### src/rtl/if_stage_ibuf_pkg.sv
// rtl/if_stage_ibuf_pkg.sv - shared fetch-stage constants and IBUF entry layout
package if_stage_ibuf_pkg;

  localparam logic [31:0] RESET_PC_DEFAULT = 32'h1c000000;
  localparam logic [1:0]  SRAM_SIZE_WORD   = 2'b10;

  localparam int PC_W         = 32;
  localparam int INST_W       = 32;
  localparam int ADEF_W       = 1;
  localparam int IBUF_ENTRY_W = PC_W + INST_W + ADEF_W;

  typedef struct packed {
    logic [PC_W-1:0]   pc;
    logic [INST_W-1:0] inst;
    logic [ADEF_W-1:0] adef;
  } ibuf_entry_t;

endpackage

### src/rtl/if_stage_ibuf_if.sv
// rtl/if_stage_ibuf_if.sv - split req/addr_ok/data_ok instruction SRAM bus
interface if_stage_ibuf_if;

  logic        inst_sram_req;
  logic        inst_sram_wr;
  logic [1:0]  inst_sram_size;
  logic [3:0]  inst_sram_wstrb;
  logic [31:0] inst_sram_addr;
  logic [31:0] inst_sram_wdata;
  logic        inst_sram_addr_ok;
  logic        inst_sram_data_ok;
  logic [31:0] inst_sram_rdata;

  modport master (
    output inst_sram_req, inst_sram_wr, inst_sram_size, inst_sram_wstrb,
           inst_sram_addr, inst_sram_wdata,
    input  inst_sram_addr_ok, inst_sram_data_ok, inst_sram_rdata
  );

  modport slave (
    input  inst_sram_req, inst_sram_wr, inst_sram_size, inst_sram_wstrb,
           inst_sram_addr, inst_sram_wdata,
    output inst_sram_addr_ok, inst_sram_data_ok, inst_sram_rdata
  );

endinterface

### src/rtl/if_stage_ibuf_sync_fifo.sv
// rtl/if_stage_ibuf_sync_fifo.sv - count-based synchronous FIFO with clear
module sync_fifo #(
  parameter int WIDTH = 32,
  parameter int DEPTH = 4
) (
  input  logic                   clk,
  input  logic                   reset,
  input  logic                   push,
  input  logic                   pop,
  input  logic                   clear,
  input  logic [WIDTH-1:0]       wdata,
  output logic [WIDTH-1:0]       rdata,
  output logic                   full,
  output logic                   empty,
  output logic [$clog2(DEPTH):0] count
);

  localparam int CW = $clog2(DEPTH) + 1;
  localparam int AW = (DEPTH > 1) ? $clog2(DEPTH) : 1;

  logic [WIDTH-1:0] mem_q [DEPTH];
  logic [AW-1:0]    rptr_q, wptr_q;
  logic [CW-1:0]    count_q;
  logic             do_push, do_pop;

  function automatic logic [AW-1:0] next_ptr(input logic [AW-1:0] p);
    return (p == AW'(DEPTH - 1)) ? '0 : p + AW'(1);
  endfunction

  assign full    = (count_q == CW'(DEPTH));
  assign empty   = (count_q == '0);
  assign count   = count_q;
  assign rdata   = mem_q[rptr_q];
  assign do_pop  = pop && !empty;
  // A full FIFO may still accept a push when the head leaves in the same cycle.
  assign do_push = push && (!full || do_pop);

  always_ff @(posedge clk) begin
    if (reset || clear) begin
      rptr_q  <= '0;
      wptr_q  <= '0;
      count_q <= '0;
    end else begin
      if (do_push) wptr_q <= next_ptr(wptr_q);
      if (do_pop)  rptr_q <= next_ptr(rptr_q);
      count_q <= count_q + CW'(do_push) - CW'(do_pop);
    end
  end

  always_ff @(posedge clk) begin
    if (do_push) mem_q[wptr_q] <= wdata;
  end

endmodule

### src/rtl/if_stage_ibuf.sv
// rtl/if_stage_ibuf.sv - pipelined instruction fetch with IBUF, redirect cancellation and ADEF tagging
module if_stage_ibuf
  import if_stage_ibuf_pkg::*;
#(
  parameter logic [31:0] RESET_PC        = RESET_PC_DEFAULT,
  parameter int          IBUF_DEPTH      = 4,
  parameter int          MAX_OUTSTANDING = 2
) (
  input  logic            clk,
  input  logic            reset,
  input  logic            ds_allowin,
  output logic            fs_to_ds_valid,
  output logic [31:0]     fs_pc,
  output logic [31:0]     fs_inst,
  output logic            fs_excp_adef,
  input  logic            br_taken,
  input  logic [31:0]     br_target,
  input  logic            flush,
  input  logic [31:0]     flush_target,
  if_stage_ibuf_if.master inst_sram
);

  localparam int OW = $clog2(MAX_OUTSTANDING) + 1;
  localparam int IW = $clog2(IBUF_DEPTH) + 1;

  logic [31:0]   fetch_pc_q, fetch_pc_d;
  logic [OW-1:0] outstanding_q, outstanding_d, outs_after_resp;
  logic [OW-1:0] cancel_q, cancel_d;
  logic          stall_adef_q, stall_adef_d;

  logic          redirect, pc_aligned, has_credit, handshake, resp;
  logic          drop_marked, resp_keep, adef_push;
  logic [31:0]   redirect_target;

  ibuf_entry_t   ibuf_wdata, ibuf_head;
  logic          ibuf_push, ibuf_pop, ibuf_full, ibuf_empty;
  logic [IW-1:0] ibuf_count;
  logic [31:0]   tag_pc;
  logic          tag_full, tag_empty;
  logic [OW-1:0] tag_count;

  assign inst_sram.inst_sram_wr    = 1'b0;
  assign inst_sram.inst_sram_size  = SRAM_SIZE_WORD;
  assign inst_sram.inst_sram_wstrb = 4'h0;
  assign inst_sram.inst_sram_wdata = 32'h0;
  assign inst_sram.inst_sram_addr  = fetch_pc_q;

  always_comb begin
    redirect        = flush || br_taken;
    redirect_target = flush ? flush_target : br_target;
    pc_aligned      = (fetch_pc_q[1:0] == 2'b00);
    // Outstanding requests reserve IBUF slots so a response never needs backpressure.
    has_credit      = !tag_full &&
                      ((32'(outstanding_q) + 32'(ibuf_count)) < 32'(IBUF_DEPTH));
    inst_sram.inst_sram_req = !reset && !redirect && !stall_adef_q && pc_aligned && has_credit;
    handshake       = inst_sram.inst_sram_req && inst_sram.inst_sram_addr_ok;
    resp            = inst_sram.inst_sram_data_ok;
    drop_marked     = resp && (cancel_q != '0);
    resp_keep       = resp && !redirect && (cancel_q == '0);
    adef_push       = !reset && !redirect && !stall_adef_q && !pc_aligned &&
                      (outstanding_q == '0) && (cancel_q == '0) && !ibuf_full;

    ibuf_push       = resp_keep || adef_push;
    ibuf_pop        = fs_to_ds_valid && ds_allowin && !redirect;
    ibuf_wdata      = '0;
    if (adef_push) begin
      ibuf_wdata.pc   = fetch_pc_q;
      ibuf_wdata.adef = 1'b1;
    end else begin
      ibuf_wdata.pc   = tag_pc;
      ibuf_wdata.inst = inst_sram.inst_sram_rdata;
    end

    outs_after_resp = outstanding_q - OW'(resp);
    outstanding_d   = outs_after_resp + OW'(handshake);
    // Every response still in flight at a redirect is stale, including already-marked ones.
    cancel_d        = redirect ? outs_after_resp : (cancel_q - OW'(drop_marked));

    fetch_pc_d      = fetch_pc_q;
    if (redirect)       fetch_pc_d = redirect_target;
    else if (handshake) fetch_pc_d = fetch_pc_q + 32'd4;
    stall_adef_d    = redirect ? 1'b0 : (stall_adef_q || adef_push);
  end

  always_ff @(posedge clk) begin
    if (reset) begin
      fetch_pc_q    <= RESET_PC;
      outstanding_q <= '0;
      cancel_q      <= '0;
      stall_adef_q  <= 1'b0;
    end else begin
      fetch_pc_q    <= fetch_pc_d;
      outstanding_q <= outstanding_d;
      cancel_q      <= cancel_d;
      stall_adef_q  <= stall_adef_d;
    end
  end

  sync_fifo #(.WIDTH(IBUF_ENTRY_W), .DEPTH(IBUF_DEPTH)) u_ibuf (
    .clk   (clk),
    .reset (reset),
    .push  (ibuf_push),
    .pop   (ibuf_pop),
    .clear (redirect),
    .wdata (ibuf_wdata),
    .rdata (ibuf_head),
    .full  (ibuf_full),
    .empty (ibuf_empty),
    .count (ibuf_count)
  );

  sync_fifo #(.WIDTH(PC_W), .DEPTH(MAX_OUTSTANDING)) u_tag_q (
    .clk   (clk),
    .reset (reset),
    .push  (handshake),
    .pop   (resp),
    .clear (1'b0),
    .wdata (fetch_pc_q),
    .rdata (tag_pc),
    .full  (tag_full),
    .empty (tag_empty),
    .count (tag_count)
  );

  assign fs_to_ds_valid = !reset && !ibuf_empty;
  assign fs_pc          = fs_to_ds_valid ? ibuf_head.pc   : 32'h0;
  assign fs_inst        = fs_to_ds_valid ? ibuf_head.inst : 32'h0;
  assign fs_excp_adef   = fs_to_ds_valid ? ibuf_head.adef : 1'b0;

  assert property (@(posedge clk) disable iff (reset) !(resp && tag_empty));
  assert property (@(posedge clk) disable iff (reset) tag_count == outstanding_q);

endmodule
### src/flat_wrapper.sv
// flat-port wrapper written by rule: the top's interface ports become plain ports
module if_stage_ibuf_flat import if_stage_ibuf_pkg::*;
#(
  parameter logic [31:0] RESET_PC        = RESET_PC_DEFAULT,
  parameter int          IBUF_DEPTH      = 4,
  parameter int          MAX_OUTSTANDING = 2
)
  (clk, reset, ds_allowin, fs_to_ds_valid, fs_pc, fs_inst, fs_excp_adef, br_taken, br_target, flush, flush_target, inst_sram_inst_sram_req, inst_sram_inst_sram_wr, inst_sram_inst_sram_size, inst_sram_inst_sram_wstrb, inst_sram_inst_sram_addr, inst_sram_inst_sram_wdata, inst_sram_inst_sram_addr_ok, inst_sram_inst_sram_data_ok, inst_sram_inst_sram_rdata);
  if_stage_ibuf_if inst_sram_i ();
  input  logic clk;
  input  logic reset;
  input  logic ds_allowin;
  output logic fs_to_ds_valid;
  output logic [31:0] fs_pc;
  output logic [31:0] fs_inst;
  output logic fs_excp_adef;
  input  logic br_taken;
  input  logic [31:0] br_target;
  input  logic flush;
  input  logic [31:0] flush_target;
  output wire logic [$bits(inst_sram_i.inst_sram_req)-1:0] inst_sram_inst_sram_req;
  output wire logic [$bits(inst_sram_i.inst_sram_wr)-1:0] inst_sram_inst_sram_wr;
  output wire logic [$bits(inst_sram_i.inst_sram_size)-1:0] inst_sram_inst_sram_size;
  output wire logic [$bits(inst_sram_i.inst_sram_wstrb)-1:0] inst_sram_inst_sram_wstrb;
  output wire logic [$bits(inst_sram_i.inst_sram_addr)-1:0] inst_sram_inst_sram_addr;
  output wire logic [$bits(inst_sram_i.inst_sram_wdata)-1:0] inst_sram_inst_sram_wdata;
  input wire logic [$bits(inst_sram_i.inst_sram_addr_ok)-1:0] inst_sram_inst_sram_addr_ok;
  input wire logic [$bits(inst_sram_i.inst_sram_data_ok)-1:0] inst_sram_inst_sram_data_ok;
  input wire logic [$bits(inst_sram_i.inst_sram_rdata)-1:0] inst_sram_inst_sram_rdata;
  assign inst_sram_inst_sram_req = inst_sram_i.inst_sram_req;
  assign inst_sram_inst_sram_wr = inst_sram_i.inst_sram_wr;
  assign inst_sram_inst_sram_size = inst_sram_i.inst_sram_size;
  assign inst_sram_inst_sram_wstrb = inst_sram_i.inst_sram_wstrb;
  assign inst_sram_inst_sram_addr = inst_sram_i.inst_sram_addr;
  assign inst_sram_inst_sram_wdata = inst_sram_i.inst_sram_wdata;
  assign inst_sram_i.inst_sram_addr_ok = inst_sram_inst_sram_addr_ok;
  assign inst_sram_i.inst_sram_data_ok = inst_sram_inst_sram_data_ok;
  assign inst_sram_i.inst_sram_rdata = inst_sram_inst_sram_rdata;
  if_stage_ibuf #(.RESET_PC(RESET_PC), .IBUF_DEPTH(IBUF_DEPTH), .MAX_OUTSTANDING(MAX_OUTSTANDING)) u_core (.clk(clk), .reset(reset), .ds_allowin(ds_allowin), .fs_to_ds_valid(fs_to_ds_valid), .fs_pc(fs_pc), .fs_inst(fs_inst), .fs_excp_adef(fs_excp_adef), .br_taken(br_taken), .br_target(br_target), .flush(flush), .flush_target(flush_target), .inst_sram(inst_sram_i));
endmodule
### config.mk
export PLATFORM = sky130hd
export DESIGN_NAME = if_stage_ibuf_flat
export DESIGN_NICKNAME = d
export VERILOG_FILES = /design/src/rtl/if_stage_ibuf_pkg.sv /design/src/rtl/if_stage_ibuf_if.sv /design/src/rtl/if_stage_ibuf_sync_fifo.sv /design/src/rtl/if_stage_ibuf.sv /design/src/flat_wrapper.sv
export SDC_FILE = /design/constraint.sdc
export NUM_CORES = 1
export LEC_CHECK = 0
export ABC_AREA = 1
export BUFFER_PORTS_ARGS = -buffer_cell sky130_fd_sc_hd__buf_2
export CORE_ASPECT_RATIO = 1.1
export CORE_MARGIN = 10
export CORE_UTILIZATION = 62
export DETAILED_ROUTE_END_ITERATION = 8
export PLACE_DENSITY = 0.88
export SYNTH_ARGS = -nofsm -noshare
export SYNTH_HDL_FRONTEND = slang
export SYNTH_SLANG_ARGS = --single-unit
export TNS_END_PERCENT = 100
### constraint.sdc
create_clock -name clk -period 11.4 [get_ports clk]
set_input_delay 0.57 -clock clk [delete_from_list [all_inputs] [get_ports clk]]
set_output_delay 0.57 -clock clk [all_outputs]
set_load 0.01 [all_outputs]
Word-level counts from Yosys, hierarchy flattened:

Memory sizes are Yosys's and may differ from the RTL's. A register that Yosys moved wholly into a read port is not among the register bits.
Index checks and enable logic that the tools add are counted.

* flip-flop bits (word level): 48
* bits in latches: 0
* RAM bits: 324
* ROM bits: 0
* word-level logic and storage cells: 94
* memories: 2

Memory list
* u_core.u_ibuf.mem_q: depth 4, width 65, rd ports 1, clocked after Yosys merged registers in 1, write ports 1, line if_stage_ibuf_sync_fifo.sv:21 `logic [WIDTH-1:0] mem_q [DEPTH];`
* u_core.u_tag_q.mem_q: depth 2, width 32, rd ports 1, clocked after Yosys merged registers in 1, write ports 1, line if_stage_ibuf_sync_fifo.sv:21

* add/sub/neg operators: 13
* $mul: 0
* divide/modulo/power cells: 0
* magnitude comparators: 1
* equal/unequal tests: 4
* shifts and indexed selects: 0
* muxes and demuxes: 22
* bitwise logic cells: 0
* reductions and logical operators: 42

Operator list (count)
* two-way mux 32 bit: 7
* adder 32 x 3 -> 32 bit, second input constant: 1
* < comparator 32 x 3 -> 1 bit, second input constant: 1
* logical AND 1 bit: 20
* two-way mux 1 bit: 10
* two-way mux 2 bit: 5
* zero test 1 bit: 8
* zero test 2 bit: 4
* equality test 2 bit, second input constant: 3
* logical OR 1 bit: 6
* subtractor 2 x 1 -> 2 bit: 3
* adder 2 x 1 -> 2 bit: 2
* adder 2 x 1 -> 2 bit, second input constant: 2
* adder 2 x 3 -> 4 bit: 1
* nonzero test 2 bit: 2
* adder 3 x 1 -> 3 bit: 1
* equality test 3 bit, second input constant: 1
* zero test 3 bit: 1
* subtractor 3 x 1 -> 3 bit: 1
* adder 1 bit, second input constant: 2
* OR reduction 2 bit: 1

Longest topological paths before layout:

* depth in word-level cells: 12
* gate-level depth with buffers: 14

Hierarchy:

From an unflattened synthesis, not the netlist that was laid out.

* cell total of the unflattened synthesis: 1681
* area, all modules: 17483.0 µm²

Modules (own cells, without submodules)
* sync_fifo (u_core.u_ibuf): times used 1, cells an instance 697, area each 10448.8 µm²
* if_stage_ibuf: times used 1, cells an instance 843, area each 4305.4 µm²
* sync_fifo (u_core.u_tag_q): times used 1, cells an instance 141, area each 2728.9 µm²

Worst setup path after synthesis:

Ideal clock, no wire load.

* path kind: input -> register
* start point: in flush
* end point: mem u_core.u_ibuf.mem_q[0][0] (netlist name), enable pin
* arrival time: 4.245 ns
* data required time: 10.911 ns
* setup slack: 6.667 ns
* stages on the path: 8
* buffers on the path: 1
* path through: buf_6 -> nor2_8 -> nand2_4 -> nor2_4 -> nand4_4 -> nand2_1 -> nand2_1 -> nor2_1

* longest elaborated chain between the ends: 12
* elaborated cells between the ends (all ways): 17
* classes of those cells: mux (2); reduce/logical (15)

RTL lines
* from (decl): line flat_wrapper.sv:19 `input logic flush;`
* logical OR 1 bit (*): line if_stage_ibuf.sv:49 `redirect = flush || br_taken;`
* zero test 1 bit (*): line if_stage_ibuf.sv:59, if_stage_ibuf.sv:60, if_stage_ibuf.sv:64
* logical AND 1 bit (4 in series): line if_stage_ibuf.sv:60 `adef_push = !reset && !redirect && !stall_adef_q && !pc_aligned &&`
* logical AND 1 bit (2 in series): line if_stage_ibuf.sv:61 `(outstanding_q == '0) && (cancel_q == '0) && !ibuf_full;`
* logical OR 1 bit: line if_stage_ibuf.sv:63 `ibuf_push = resp_keep || adef_push;`
* logical AND 1 bit (*): line if_stage_ibuf_sync_fifo.sv:36 `assign do_push = push && (!full || do_pop);`
* two-way mux 1 bit (*): line if_stage_ibuf_sync_fifo.sv:51 `if (do_push) mem_q[wptr_q] <= wdata;`
* two-way mux 1 bit (not written as such) (*): line if_stage_ibuf_sync_fifo.sv:51
* to (decl): line if_stage_ibuf_sync_fifo.sv:21

Mark *: on every way between the ends. The rest lies on a longest branch, timed or not.

Worst setup path after layout:

* start point: in flush
* end point: reg u_core.u_ibuf.count_q[2] (netlist: u_core.u_ibuf.count[2])

* longest elaborated chain between the ends: 12
* elaborated cells between the ends (all ways): 18
* classes of those cells: add/sub (2); reduce/logical (16)

RTL lines
* logical OR 1 bit (*): line if_stage_ibuf.sv:49
* zero test 1 bit: line if_stage_ibuf.sv:59, if_stage_ibuf.sv:60, if_stage_ibuf.sv:64
* logical AND 1 bit (4 in series): line if_stage_ibuf.sv:60
* logical AND 1 bit (2 in series): line if_stage_ibuf.sv:61
* logical OR 1 bit: line if_stage_ibuf.sv:63
* logical AND 1 bit: line if_stage_ibuf_sync_fifo.sv:36
* adder 3 x 1 -> 3 bit: line if_stage_ibuf_sync_fifo.sv:46 `count_q <= count_q + CW'(do_push) - CW'(do_pop);`
* subtractor 3 x 1 -> 3 bit: line if_stage_ibuf_sync_fifo.sv:46
* to (signal assigned): line if_stage_ibuf_sync_fifo.sv:46
* to (decl): line if_stage_ibuf_sync_fifo.sv:23 `logic [CW-1:0] count_q;`

Marks and branches as above.
A chain may end at the register's enable or synchronous reset.

==> metrics.md <==
| Metric | Value |
|---|---|
| Final period utilization | `34.7%` |
| Initial drt markers | `1585` |
| Hold crit path type | `input port to register` |
| Die area | `34000 um^2` |
| Nets | `1967` |
| Max Fclk | `253 MHz` |
| Worst skew pair latency | `0.53 ns` |
| Width of the chip | `177 um` |
| Rows | `63` |
| DP Wirelength | `25.9 mm` |
| Worst Min Path Start | `reset` |
| Setup TNS | `0 ns` |
| Area Overhead vs Synth | `13.4%` |
| # diodes | `0` |
| Final hold viol count | `0` |
| Final wirelength | `41.4 mm` |
| Critical path required time | `11.86 ns` |
| Gr usage total | `23.5%` |
| Register area share after synthesis | `64.2%` |
| RSZ-0062 raised after global routing | `false` |
| Total power | `3060 uW` |
| H-tree depth | `2` |
| # IOs | `241` |
| Total CTS buffers | `37` |
| Detail-routed via count per cell | `5.70` |
| Number of routed nets with antenna violations | `0` |
| Die H | `192 um` |
| Worst setup EP type | `register` |
| PwrDens | `161 nW/um^2` |
| Leak | `0.00746 uW` |
| Synth warn | `0` |
| Worst setup SP type | `input port` |
| Setup repair bufs after CTS | `0` |
| Wire length per cell | `18.5 um` |
| Slew Limit Headroom | `26.0%` |
| Critical path class | `input port to register` |
| Final core utilization | `70.8%` |
| Outcome | `finished, final reports clean` |
| Vias in the first global route | `12800` |
| Largest net degree at the start of global routing | `93` |
| Starting Density | `62.5%` |
| Clock period minus worst slack | `3.95 ns` |
| WP data arrival | `4.42 ns` |
| Max-slew violations | `0` |
| CTS tree | `built` |
| Pre-CTS setup slack | `6.91 ns` |
| Worst Tran Pin Value | `1.11 ns` |
| Clock root cell | `clkbuf_16` |
| Worst Path Max Fanout | `55` |
| IO Port Bufs | `201` |
| Core area | `26800 um^2` |
| DR DRC count | `0` |
| Hold_buf cts | `0` |
| Seq. cell area | `10800 um^2` |
| Share of the synthesized area in the top cell type | `58.1%` |
| #FFs+latches synth | `375` |
| GRT overflow | `0` |
| Global-route wire length before repair | `64.6 mm` |
| Share of post-route cells with drive strength above 1 | `15.5%` |
| Fillers | `1844` |
| Max cap viols | `0` |
| Cell Area, Synth | `16700 um^2` |
| Clock skew | `0.0257 ns` |
| Worst-path clk slew | `0.06 ns` |
| Crit path largest cell delay | `0.67 ns` |
| Final worst setup slack | `7.45 ns` |
| Max VDD drop | `0.103 mV` |
| Slowest cell on the critical path | `nor2_8` |
| Netlist cell types | `33` |
| Hold WS | `0.311 ns` |
| Setup crit start | `flush` |
| Post-CTS sizing | `0` |
| Post-synthesis cell count | `1688` |
| Multi-input gate area | `5000 um^2` |
| Syn avg cell area | `9.92 um^2` |
| Top post-synthesis cells by area | `edfxtp_1 58%, nor2_1 9.4%, o21ai_0 6.5%` |
| Final setup vio count | `0` |
| Drt pass-1 iters | `7` |
| Vias | `12700` |
| Initial antenna violation count | `0` |
| CTS max path bufs | `3` |
| R2r startpoint | `u_core.inst_sram.inst_sram_addr[1]` |
| Synth area leader | `edfxtp_1` |
| GPL Wtd Cong | `0.927` |
| Clock sinks | `375` |
| Critical path, cell by cell | `buf_2 > nor2_8 > nand2_4 > nor2_4 > nand4_4 > nand2_1 > nand2_1 > ha_1 > inv_1 > ha_1 > inv_1 > fa_1 > or2_2 > a21oi_1` |
-- cell usage in the layout (no fill, tap or decap), types with 2 or more instances in the layout --
cell        count
clkinv_1        4
nand2_1       173
nor3_1          3
clkbuf_1        5
nand4_1         8
o211ai_1       22
o22ai_1         2
xor2_1         11
nor2_1        411
nand3_1        32
dfxtp_2         2
inv_2           6
buf_2         201
nor2_2          3
ha_1           14
a31oi_1         4
clkinv_2        8
buf_4          11
dfxtp_1        48
nor2_4          5
nand2_4         3
clkinv_4        2
clkbuf_16      38
conb_1         39
clkinvlp_4      2
edfxtp_1      324
a21oi_1       124
o21ai_1         6
xnor2_1         3
o21ai_0       219
bufinv_16       3
inv_1         129
-- cells by family (layout without fill, tap and decap cells) --
kind of cell    count (synthesis)  after routing  share of synthesized area [%]
compound gates                378            378                           11.7
xor+xnor                       14             14                          0.733
fa+ha+maj                      15             15                           1.17
buf+inv                       262            412                           6.93
flops                         375            375                           64.2
other cells                     2             39                         0.0449
simple gates                  642            642                           15.2
-- critical path: cells and delay by family --
family | cells | cell delay (ns)
fa+ha+maj | 3 | 0.90
compound gates | 1 | 0.11
simple gates | 7 | 2.42
buf+inv | 3 | 0.41
-- registers in the layout, summed over array words and instances, names as in the netlist, named ones only --
register and flops:
u_core.u_tag_q.mem_q 64, u_core.u_ibuf.rptr_q 2, u_core.u_tag_q.wptr_q 1, u_core.stall_adef_q 1, u_core.u_ibuf.wptr_q 2, u_core.u_tag_q.rptr_q 1, u_core.outstanding_q 2, u_core.u_tag_q.count 2
u_core.inst_sram.inst_sram_addr 32, u_core.cancel_q 2, u_core.u_ibuf.count 3, u_core.u_ibuf.mem_q 260
-- through the flow --
stage	area [um^2]	instances
detailed placement	17800	2167
floorplan	16900	1725
CTS	19000	2232
global placement	17800	2167
global route	19000	2232
finish	19000	2232
-- routing by layer --
layer / vias to the layer above / track usage (%) / wire length, um
li1: 5936 / - / -
met1: 5935 / 28.3 / 15700
met2: 766 / 40.7 / 20400
met3: 95 / 5.34 / 4140
met4: 0 / 8.80 / 1070
met5: - / 0 / 0
-- power by group --
part,internal [uW],leakage [uW],switching [uW]
Combinational,84.3,0.00353,172
Clock,682,0.000576,498
Sequential,1570,0.00335,56.1
Total,2340,0.00746,727
-- final timing paths --
check / to / slack (ns) / depth (start not counted)
setup / recovery: u_core.u_ibuf.count[2] / 7.45 / 14
hold / removal: u_core.inst_sram.inst_sram_addr[4] / 0.31 / 2
setup reg to reg: u_core.u_ibuf.count[2] / 7.84 / 12
hold reg to reg: u_core.u_tag_q.rptr_q / 0.47 / 1
-- area by class of cell --
class	count	area share, %
multi-input combinational	1088	26.4
timing repair buffer	212	5.73
clock buffer	43	5.11
clock inverter	22	1.11
inverter	135	2.67
tap	357	2.35
sequential	375	56.7
-- cells in the mapped netlist (all sizes together) --
library cell	count
xnor2	3
a21oi	124
nand3	32
nand4	9
nor3	3
buf	65
fa	1
a31oi	4
o22ai	2
ha	14
or2	1
xor2	11
inv	135
clkbuf	62
o21ai	225
nor2	420
o211ai	22
dfxtp	51
nand2	176
conb	2
edfxtp	324
nand3b	1
o31ai	1
Power figures use the tool's default switching activity.
